--- src/rtl/crc_ser_pkg.sv ---
// Shared types and sizing helpers for the CRC-24 bit serializer.
// Bit order is selected by CRC_SER_LSB_FIRST_EN (defined: LSB first, default: MSB first).
package crc_ser_pkg;

    typedef enum logic [2:0] {
        IDLE  = 3'd0,
        INIT  = 3'd1,
        SHIFT = 3'd2,
        WAIT  = 3'd3,
        DONE  = 3'd4
    } crc_ser_state_e;

    localparam int unsigned DATA_W_DEF  = 8;
    localparam int unsigned CRC_W_DEF   = 24;
    localparam int unsigned CRC_LAT_DEF = 1;

    // Counter width able to index 0..n-1, never narrower than one bit.
    function automatic int unsigned cnt_w(input int unsigned n);
        return (n > 1) ? $clog2(n) : 1;
    endfunction

endpackage

--- src/rtl/crc_ser_shreg.sv ---
// Load/shift register feeding the serial bit stream; direction set by CRC_SER_LSB_FIRST_EN.
// next_bit_c is the bit that leaves on this cycle's shift, including a word loaded this cycle.
module crc_ser_shreg
    import crc_ser_pkg::*;
#(
    parameter int unsigned DATA_W = DATA_W_DEF
) (
    input  logic              clk,
    input  logic              rst,
    input  logic              load_i,
    input  logic              shift_i,
    input  logic [DATA_W-1:0] data_i,
    output logic              next_bit_c
);

    logic [DATA_W-1:0] shreg_q;
    logic [DATA_W-1:0] shreg_d;
    logic [DATA_W-1:0] src_c;

    // A load and a shift in the same cycle emit the new word's first bit immediately.
    always_comb begin
        src_c   = load_i ? data_i : shreg_q;
        shreg_d = src_c;
`ifdef CRC_SER_LSB_FIRST_EN
        next_bit_c = src_c[0];
        if (shift_i) begin
            shreg_d = {1'b0, src_c[DATA_W-1:1]};
        end
`else
        next_bit_c = src_c[DATA_W-1];
        if (shift_i) begin
            shreg_d = {src_c[DATA_W-2:0], 1'b0};
        end
`endif
    end

    always_ff @(posedge clk or negedge rst) begin
        if (!rst) begin
            shreg_q <= '0;
        end else begin
            shreg_q <= shreg_d;
        end
    end

endmodule

--- src/rtl/crc_bit_serializer.sv ---
// Streams parallel words bit-serially into a CRC-24 engine, framing and capturing the result.
// CRC_SER_LSB_FIRST_EN selects LSB-first shifting; undefined shifts MSB first.
module crc_bit_serializer
    import crc_ser_pkg::*;
#(
    parameter int unsigned DATA_W  = DATA_W_DEF,
    parameter int unsigned CRC_W   = CRC_W_DEF,
    parameter int unsigned CRC_LAT = CRC_LAT_DEF
) (
    input  logic              clk,
    input  logic              rst,
    input  logic [DATA_W-1:0] s_data,
    input  logic              s_valid,
    input  logic              s_last,
    output logic              s_ready,
    output logic              crc_init,
    output logic              data_in,
    output logic              enb,
    input  logic [CRC_W-1:0]  crc,
    output logic [CRC_W-1:0]  crc_out,
    output logic              crc_valid,
    input  logic              crc_ready
);

    localparam int unsigned BIT_CNT_W = cnt_w(DATA_W);
    localparam int unsigned LAT_CNT_W = cnt_w(CRC_LAT);
    localparam logic [BIT_CNT_W-1:0] LAST_BIT = BIT_CNT_W'(DATA_W - 1);
    localparam logic [LAT_CNT_W-1:0] LAST_LAT = LAT_CNT_W'(CRC_LAT - 1);

    crc_ser_state_e        state_q,     state_d;
    logic [BIT_CNT_W-1:0]  bit_cnt_q,   bit_cnt_d;
    logic [LAT_CNT_W-1:0]  lat_cnt_q,   lat_cnt_d;
    logic                  last_q,      last_d;
    logic                  s_ready_q,   s_ready_d;
    logic                  crc_init_q,  crc_init_d;
    logic                  data_in_q,   data_in_d;
    logic                  enb_q,       enb_d;
    logic [CRC_W-1:0]      crc_out_q,   crc_out_d;
    logic                  crc_valid_q, crc_valid_d;

    logic sh_load_c;
    logic sh_shift_c;
    logic sh_bit_c;
    logic xfer_c;

    assign xfer_c = s_valid & s_ready_q;

    crc_ser_shreg #(
        .DATA_W (DATA_W)
    ) u_shreg (
        .clk        (clk),
        .rst        (rst),
        .load_i     (sh_load_c),
        .shift_i    (sh_shift_c),
        .data_i     (s_data),
        .next_bit_c (sh_bit_c)
    );

    // Next-state and next-output logic; every output flop is loaded with its value for the next cycle.
    always_comb begin
        state_d     = state_q;
        bit_cnt_d   = bit_cnt_q;
        lat_cnt_d   = lat_cnt_q;
        last_d      = last_q;
        crc_out_d   = crc_out_q;
        crc_valid_d = crc_valid_q;
        s_ready_d   = 1'b0;
        crc_init_d  = 1'b0;
        data_in_d   = 1'b0;
        enb_d       = 1'b0;
        sh_load_c   = 1'b0;
        sh_shift_c  = 1'b0;

        case (state_q)
            IDLE: begin
                s_ready_d = 1'b1;
                if (xfer_c) begin
                    sh_load_c  = 1'b1;
                    last_d     = s_last;
                    crc_init_d = 1'b1;
                    s_ready_d  = 1'b0;
                    state_d    = INIT;
                end
            end
            INIT: begin
                sh_shift_c = 1'b1;
                enb_d      = 1'b1;
                data_in_d  = sh_bit_c;
                bit_cnt_d  = '0;
                state_d    = SHIFT;
            end
            SHIFT: begin
                if (bit_cnt_q != LAST_BIT) begin
                    sh_shift_c = 1'b1;
                    enb_d      = 1'b1;
                    data_in_d  = sh_bit_c;
                    bit_cnt_d  = BIT_CNT_W'(bit_cnt_q + 1'b1);
                    s_ready_d  = (bit_cnt_d == LAST_BIT) && !last_q;
                end else if (last_q) begin
                    lat_cnt_d = '0;
                    state_d   = WAIT;
                end else if (xfer_c) begin
                    // Reload on the boundary so the next word's first bit follows without a gap.
                    sh_load_c  = 1'b1;
                    sh_shift_c = 1'b1;
                    last_d     = s_last;
                    enb_d      = 1'b1;
                    data_in_d  = sh_bit_c;
                    bit_cnt_d  = '0;
                end else begin
                    s_ready_d = 1'b1;
                end
            end
            WAIT: begin
                if (lat_cnt_q == LAST_LAT) begin
                    crc_out_d   = crc;
                    crc_valid_d = 1'b1;
                    state_d     = DONE;
                end else begin
                    lat_cnt_d = LAT_CNT_W'(lat_cnt_q + 1'b1);
                end
            end
            DONE: begin
                if (crc_ready) begin
                    crc_valid_d = 1'b0;
                    s_ready_d   = 1'b1;
                    state_d     = IDLE;
                end
            end
            default: begin
                state_d = IDLE;
            end
        endcase
    end

    always_ff @(posedge clk or negedge rst) begin
        if (!rst) begin
            state_q     <= IDLE;
            bit_cnt_q   <= '0;
            lat_cnt_q   <= '0;
            last_q      <= 1'b0;
            s_ready_q   <= 1'b0;
            crc_init_q  <= 1'b0;
            data_in_q   <= 1'b0;
            enb_q       <= 1'b0;
            crc_out_q   <= '0;
            crc_valid_q <= 1'b0;
        end else begin
            state_q     <= state_d;
            bit_cnt_q   <= bit_cnt_d;
            lat_cnt_q   <= lat_cnt_d;
            last_q      <= last_d;
            s_ready_q   <= s_ready_d;
            crc_init_q  <= crc_init_d;
            data_in_q   <= data_in_d;
            enb_q       <= enb_d;
            crc_out_q   <= crc_out_d;
            crc_valid_q <= crc_valid_d;
        end
    end

    assign s_ready   = s_ready_q;
    assign crc_init  = crc_init_q;
    assign data_in   = data_in_q;
    assign enb       = enb_q;
    assign crc_out   = crc_out_q;
    assign crc_valid = crc_valid_q;

endmodule

--- config.mk ---
export PLATFORM = sky130hd
export DESIGN_NAME = crc_bit_serializer
export DESIGN_NICKNAME = d
export VERILOG_FILES = /design/src/rtl/crc_ser_pkg.sv /design/src/rtl/crc_ser_shreg.sv /design/src/rtl/crc_bit_serializer.sv
export SDC_FILE = /design/constraint.sdc
export NUM_CORES = 1
export LEC_CHECK = 0
export CORE_MARGIN = 2
export CORE_UTILIZATION = 39
export DETAILED_ROUTE_END_ITERATION = 6
export GPL_ROUTABILITY_DRIVEN = 0
export PLACE_DENSITY = 0.71
export SLEW_MARGIN = 20
export SYNTH_ARGS = -nofsm -noshare
export SYNTH_HDL_FRONTEND = slang
export SYNTH_SLANG_ARGS = --single-unit
--- constraint.sdc ---
create_clock -name clk -period 3.7 [get_ports clk]
set_clock_uncertainty 0.1 [all_clocks]
set_input_delay 0.74 -clock clk [delete_from_list [all_inputs] [get_ports clk]]
set_output_delay 0.74 -clock clk [all_outputs]
set_load 0.02 [all_outputs]
# ---- Word-level counts from Yosys, hierarchy flattened
# Index checks and enable logic that the tools add are counted.
dict set report op_classes {
  addsub 2
  n_eq_ne 13
  muxes 40
  n_bitwise 2
  reduce_logical 13
}
# cell count
set op_table {}
lappend op_table {{$mux 3} 8}
lappend op_table {{$mux 1} 21}
lappend op_table {{$mux 8} 2}
lappend op_table {{$pmux 3 s5} 1}
lappend op_table {{$pmux 1 s2} 6}
lappend op_table {{$reduce_and 3->1} 4}
lappend op_table {{$ne 2x2->1 const B} 5}
lappend op_table {{$ne 3x3->1 const B} 3}
lappend op_table {{$reduce_bool 2->1} 4}
lappend op_table {{$eq 3x2->1 const B} 2}
lappend op_table {{$eq 3x3->1 const B} 2}
lappend op_table {{$pmux 3 s2} 1}
lappend op_table {{$reduce_and 5->1} 1}
lappend op_table {{$add 3x1->3 const B} 1}
lappend op_table {{$eq 3x1->1 const B} 1}
lappend op_table {{$logic_not 3->1} 1}
lappend op_table {{$pmux 1 s3} 1}
lappend op_table {{$reduce_and 2->1} 1}
lappend op_table {{$add 1x1->1 const B} 1}
lappend op_table {{$and 1x1->1} 1}
lappend op_table {{$logic_and 1x1->1} 1}
lappend op_table {{$logic_not 1->1} 1}
lappend op_table {{$not 1->1} 1}
dict set report totals {
  register_bits 45
  input_bits 37
  output_inout_bits 29
  word_cells 81
}

# ---- Depth between registers and ports, before layout
# Gate-level depths: netlist of the first run.
dict set report depth {
  word_depth 10
  ltp_mapped 6
  depth_no_buf 6
}

# ---- Modules after synthesis
# A second synthesis of the first run with hierarchy kept.
dict set report unflattened {
  hier_cells 145
  area_unflattened_um2 1906.8
}
# module n_inst cells_each area_per_inst_um2 seq_area_each_um2
set modules_own_cells {}
lappend modules_own_cells {crc_bit_serializer 1 118 1532.7 900.9}
lappend modules_own_cells {crc_ser_shreg 1 27 374.1 200.2}

# ---- Worst setup path before layout of the first run
# No wires, ideal clock.
dict set report synth_path {
  path_type {input port to flip-flop}
  from {input port s_valid}
  to {register bit_cnt_q[1]}
  setup_ps 125
  arrival_ps 1628
  t_required_ps 3475
  path_slack_ps 1848
  stages 5
  n_path_buf 0
  cell_sequence {nand2_1 o21ai_1 a21oi_4 inv_4 mux2_2}
}
dict set report synth_between {
  elab_chain_len 3
}
# item line
set synth_rtl {}
lappend synth_rtl {{from (decl)} crc_bit_serializer.sv:13} ;# input logic s_valid,
lappend synth_rtl {{$and 1x1->1} crc_bit_serializer.sv:46} ;# assign xfer_c = s_valid & s_ready_q;
lappend synth_rtl {{$ne 3x3->1 (no source line)} n/a}
lappend synth_rtl {{$reduce_and 3->1 (no source line)} n/a}
lappend synth_rtl {{to (signal assigned)} crc_bit_serializer.sv:150} ;# bit_cnt_q <= bit_cnt_d;
lappend synth_rtl {{to (decl)} crc_bit_serializer.sv:31} ;# logic [BIT_CNT_W-1:0] bit_cnt_q, bit_cnt_d;
# Every way passes these cells.
# A chain may end at the register's enable or synchronous reset.

# ---- Final worst setup path of the first run
# Ends and elaborated chain as after synthesis.

==> results of run 1 <==
==> placed cells by master, fill, tap and decap left out, types with 2 or more instances in the layout <==
master,synthesis,routed
a21oi_1,4,4
o211ai_1,2,2
a21oi_4,2,2
clkdlybuf4s50_1,0,64
nor2_1,9,9
nand2b_1,3,3
o21ai_0,5,5
mux2i_1,15,15
mux2_2,25,25
ha_1,3,3
o31ai_1,2,2
nand2_1,4,4
dfrtp_1,44,44
inv_1,3,3
clkbuf_8,0,5
==> cells by family (layout without fill, tap and decap cells) <==
logic type,count (synthesis),after routing,share of synthesized area (%)
compound gates,17,17,6.35
fa+ha+maj,3,3,2.01
buf+inv,9,76,2.61
flops,44,44,58.9
mux,40,40,23.1
simple gates,22,22,7.09
==> per-layer routing <==
metal | vias up | routed length (um)
li1 | 604 | -
met1 | 621 | 1460
met2 | 27 | 2020
met3 | 4 | 156
met4 | 0 | 49
met5 | - | 0
==> cells in the mapped netlist (all sizes together) (2+ instances only) <==
| cell | count | share of area [%] |
|---|---|---|
| inv | 4 | 0.94 |
| nor2 | 9 | 1.8 |
| o31ai | 2 | 0.80 |
| dfrtp | 44 | 59 |
| mux2i | 15 | 8.0 |
| nand2b | 4 | 1.5 |
| a21oi | 6 | 2.8 |
| ha | 3 | 2.0 |
| o21ai | 6 | 1.6 |
| buf | 5 | 1.7 |
| o211ai | 2 | 0.80 |
| nand2 | 4 | 0.80 |
| mux2 | 25 | 15 |
==> through the flow <==
step	hold WS, ns	power (mW)	util (%)	cell area [um^2]	std cells
after CTS	0.410	2.25	56.4	2630	256
after global placement	0.388	1.92	54.8	2550	249
after detailed placement	0.393	1.96	54.8	2550	249
after global routing	0.419	2.37	56.4	2630	256
final	0.406	2.21	56.4	2630	256
after floorplan	0.344	1.49	-	1870	135
==> worst max-delay path by stage <==
stage / startpoint / to / cells after the start / slack, ns
6_report: s_valid / bit_cnt_q[1]$_DFFE_PN0P_ / 6 / 1.50
5_1_grt: s_valid / bit_cnt_q[1]$_DFFE_PN0P_ / 6 / 1.40
4_1_cts: s_valid / bit_cnt_q[1]$_DFFE_PN0P_ / 6 / 1.50
3_5_place_dp: s_valid / bit_cnt_q[1]$_DFFE_PN0P_ / 6 / 1.20
3_3_place_gp: s_valid / bit_cnt_q[1]$_DFFE_PN0P_ / 6 / 1.22
2_1_floorplan: s_valid / bit_cnt_q[1]$_DFFE_PN0P_ / 5 / 1.85
==> power groups by stage <==
| stage | logic (mW) | clock network [mW] | registers [mW] |
|---|---|---|---|
| 6_report | 1.08 | 0.277 | 0.851 |
| 2_1_floorplan | 0.472 | 0 | 1.02 |
| 3_3_place_gp | 1.07 | 0 | 0.846 |
| 4_1_cts | 1.10 | 0.288 | 0.855 |
| 3_5_place_dp | 1.10 | 0 | 0.863 |
| 5_1_grt | 1.17 | 0.310 | 0.885 |
==> sequential cells by signal (all words and copies together) (netlist names) <==
register	count
last_q	1
enb	1
u_shreg.shreg_q	8
crc_out	24
bit_cnt_q	3
crc_init	1
data_in	1
crc_valid	1
s_ready	1
state_q	3
==> cell type report <==
type | instances | area, um^2 | share of cell area, %
Multi-Input combinational cell | 82 | 721 | 27.4
Clock inverter | 1 | 5.00 | 0.190
Inverter | 4 | 17.5 | 0.666
Timing Repair Buffer | 65 | 646 | 24.5
Tap cell | 54 | 67.6 | 2.57
Sequential cell | 44 | 1100 | 41.9
Clock buffer | 6 | 72.6 | 2.76
==> metrics, run 1 <==
status=complete, no violations; worst-path cell chain=clkdlybuf4s50_1 > nand2_1 > o21ai_1 > a21oi_4 > inv_4 > mux2_2; number of synthesized flops with an enable pin=0; Placeable Area=0.00466 mm^2; Die X=73.3 um; met2 usage=27.6%; clock slew seen by the registers of the worst setup and hold paths=0.08 ns; proportion of layout cells with a drive suffix above 1=19.3%; Die Height=73.3 um; clock network fraction of design power=12.5%; Antenna diodes=0; # hold bufs at CTS=0; static leakage=1.12 nW; max incr delay on CP=0.53 ns; drt first pass iters=4; grt met1 use=17.9%; Register-to-Register Path Depth=6; Max Root-Sink Buffers=2; CP Capture Type=flop; DRC viols=0; final setup fails=0; max cap viols=0; initial antenna violation count=0; GRT met3 Usage=3.84%; Top FF cell, synth=dfrtp_1; Hold/Removal Path Class=reg2reg; post-synthesis sequential area ratio=58.9%; CP max FO=8; via/cell ratio=4.91; Netlist cell types=24; wire per inst=14.4 um; vias in the first global route=1350; r2r startpoint=bit_cnt_q[1]$_DFFE_PN0P_; PD cells=841 mW/mm^2; Sw Pwr=800 uW; Worst Max-Slew Pin Slew=0.927 ns; Setup crit start kind=input port; final setup margin=1.50 ns; Synth Register Bits=44; register share of total power=38.5%; die area=0.00537 mm^2; reg-to-reg endpoint=u_shreg.shreg_q[3]$_DFF_PN0_; clock sinks=44; Setup CP Type=in2reg; # Post-CTS Setup Buffers=0; Core Rows=25; PostCTS Resize Cnt=0; area of the mapped netlist=0.00187 mm^2; flop2flop setup slack=1.73 ns; Layout area overhead=40.6%; largest net degree at the start of global routing=45; via count=1256; CP bufs+invs=2; Slowest cell on crit path=clkdlybuf4s50_1; FILL cells=391; Initial Util=40.1%; Slew Limit Fails=0; clk_lat worst skew=0.28 ns; Root Buffer=clkbuf_8; Worst path top cell family by delay=buffers and inverters; most crowded layer after global routing=met2; first-pass GRT wire length=6.33 mm; arrival time of the worst setup path=2.28 ns; Slew HR=38.2%; Final ANT Viol Nets=0; endpoints failing hold=0; post-synth net total=175; hold path depth=1; H-tree depth=2; Hold Crit Start=crc_out[4]$_DFFE_PN0P_; ys async rst share=100%; I/O Buffers=65; pre-CTS WS=1.20 ns; Peak Freq=454 MHz; DRT iter0 DRCs=72; CTS tree=done; Hold Path End=crc_out[4]$_DFFE_PN0P_; Required @ worst endpoint=3.77 ns; Pint=1.41 mW; YS warnings=0; Gate power share=49.0%; total track usage=15.6%; Min Clock Period, post-route=2.20 ns; grt total ovfl=0; crit share post-route=59.5%; dpl hpwl=2.79 mm; Final Net Count=242; IO Pins=66; sw frac=36.1%; RSZ-0062 raised after global routing=no; Max IR drop VDD=409 uV; total CTS buffers=5; Cells after Synth=135; Avg Cell Area, Syn=13.9 um^2; Sum Neg Setup Slack=0 ns; final wirelength=3.68 mm
No activity file was read; power rests on OpenSTA's default activity.
==> run 2: changes to the inputs <==
==> constraint.sdc (replaced) <==
create_clock -name clk -period 2.1 [get_ports clk]
set_clock_uncertainty 0.1 [all_clocks]
set_input_delay 0.42 -clock clk [delete_from_list [all_inputs] [get_ports clk]]
set_output_delay 0.42 -clock clk [all_outputs]
set_load 0.02 [all_outputs]
==> metrics, run 2 (synthesis gave the netlist of run 1 again) <==
status=complete, no violations; clock slew seen by the registers of the worst setup and hold paths=0.07 ns; crit share post-route=91.5%; Slew HR=69.3%; via count=1318; static leakage=1.16 nW; Core Rows=25; initial antenna violation count=0; die area=0.00537 mm^2; DRC viols=0; total CTS buffers=5; total track usage=16.8%; Peak Freq=520 MHz; drt first pass iters=4; dpl hpwl=3.14 mm; wire per inst=15.5 um; CTS tree=done; Root Buffer=clkbuf_8; clock sinks=44; Die Height=73.3 um; leading cell type in the layout, fill and taps excluded=clkdlybuf4s50_1; hold_ws=0.410 ns; Antenna diodes=0; FILL cells=377; first-pass GRT wire length=6.74 mm; Die X=73.3 um; Max Root-Sink Buffers=2; CP Capture Type=flop; I/O Buffers=65; Initial Util=40.1%; Max IR drop VDD=728 uV; Reg area=0.00110 mm^2; proportion of layout cells with a drive suffix above 1=21.4%; max reg flops=24; Worst Max-Slew Pin Slew=0.461 ns; Final ANT Viol Nets=0; final setup margin=0.179 ns; vias in the first global route=1368; pre-CTS WS=-0.113 ns; Sum Neg Setup Slack=0 ns; arrival time of the worst setup path=1.98 ns; clk_lat worst skew=0.29 ns; CP max FO=7; Hold/Removal Path Class=reg2reg; final wirelength=4.09 mm; Slowest cell on crit path=dfrtp_1; Min Clock Period, post-route=1.92 ns; largest net degree at the start of global routing=26; DRT iter0 DRCs=110; IO Pins=66; max cap viols=0; Slew Limit Fails=0; final setup fails=0; Multi-input gate area=721 um^2; Setup CP Type=reg2reg; RSZ-0062 raised after global routing=no; PostCTS Resize Cnt=0; H-tree depth=2; Placeable Area=0.00466 mm^2; Setup crit start kind=flop; max incr delay on CP=0.38 ns; Final Net Count=249; endpoints failing hold=0; commonest cells after routing, fill and taps aside=64 x clkdlybuf4s50_1, 44 x dfrtp_1, 25 x mux2_2; via/cell ratio=4.99; Layout area overhead=44.9%; worst-path cell chain=ha_1 > ha_1 > nand2b_1 > a21oi_4 > buf_12 > mux2i_1 > mux2i_1; grt total ovfl=0; Required @ worst endpoint=2.16 ns; PD cells=1500 mW/mm^2
## run 2: what timing repair did
item	4_1_cts	5_1_grt
endpoints found under the setup margin	0	3
hold endpoints to repair	20	0
setup buffers	0	1
hold buffers	1	0
## run 2: per-stage QoR
stage / area [um^2] / util (%) / cells / total power [mW]
6_report: 2710 / 58.1 / 264 / 4.06
5_1_grt: 2710 / 58.1 / 264 / 4.30
4_1_cts: 2690 / 57.7 / 263 / 4.08
3_5_place_dp: 2590 / 55.6 / 254 / 3.53
3_3_place_gp: 2590 / 55.6 / 254 / 3.42
2_1_floorplan: 1870 / - / 135 / 2.63
## run 2: where the power goes
| part | internal, mW | total (mW) | switching [mW] |
|---|---|---|---|
| logic | 1.07 | 2.01 | 0.937 |
| registers | 1.26 | 1.52 | 0.259 |
| clock network | 0.268 | 0.530 | 0.261 |
| total | 2.60 | 4.06 | 1.46 |
## run 2: layout make-up
cell class | count | share of cell area [%]
Inverter | 4 | 0.646
Multi-Input combinational cell | 82 | 26.6
Clock buffer | 8 | 3.32
Sequential cell | 44 | 40.6
Timing Repair Buffer | 72 | 26.3
Tap cell | 54 | 2.49
## run 2: final timing paths
check / start / endpoint / slack, ns / cells after the start
worst max-delay path: bit_cnt_q[0]$_DFFE_PN0P_ / u_shreg.shreg_q[3]$_DFF_PN0_ / 0.18 / 7
worst min-delay path: crc_out[14]$_DFFE_PN0P_ / crc_out[14]$_DFFE_PN0P_ / 0.41 / 1
worst max register to register: bit_cnt_q[0]$_DFFE_PN0P_ / u_shreg.shreg_q[3]$_DFF_PN0_ / 0.18 / 7
worst min register to register: crc_out[14]$_DFFE_PN0P_ / crc_out[14]$_DFFE_PN0P_ / 0.41 / 1
max in group asynchronous: rst / u_shreg.shreg_q[3]$_DFF_PN0_ / 0.69 / 3
min in group asynchronous: rst / crc_out[16]$_DFFE_PN0P_ / 0.52 / 2
## run 2: layer usage
metal	up-vias	track usage [%]	routed length (um)
met5	-	0	0
met1	655	19.5	1530
met3	6	3.84	189
li1	618	-	-
met2	39	30.1	2300
met4	0	6.17	66
## run 2: critical path, delay by kind of cell, from the launching register on
| family | cells | cell delay, ns |
|---|---|---|
| compound gates | 1 | 0.22 |
| fa+ha+maj | 2 | 0.46 |
| buf+inv | 1 | 0.16 |
| flops | 1 | 0.38 |
| mux | 2 | 0.34 |
| simple gates | 1 | 0.14 |
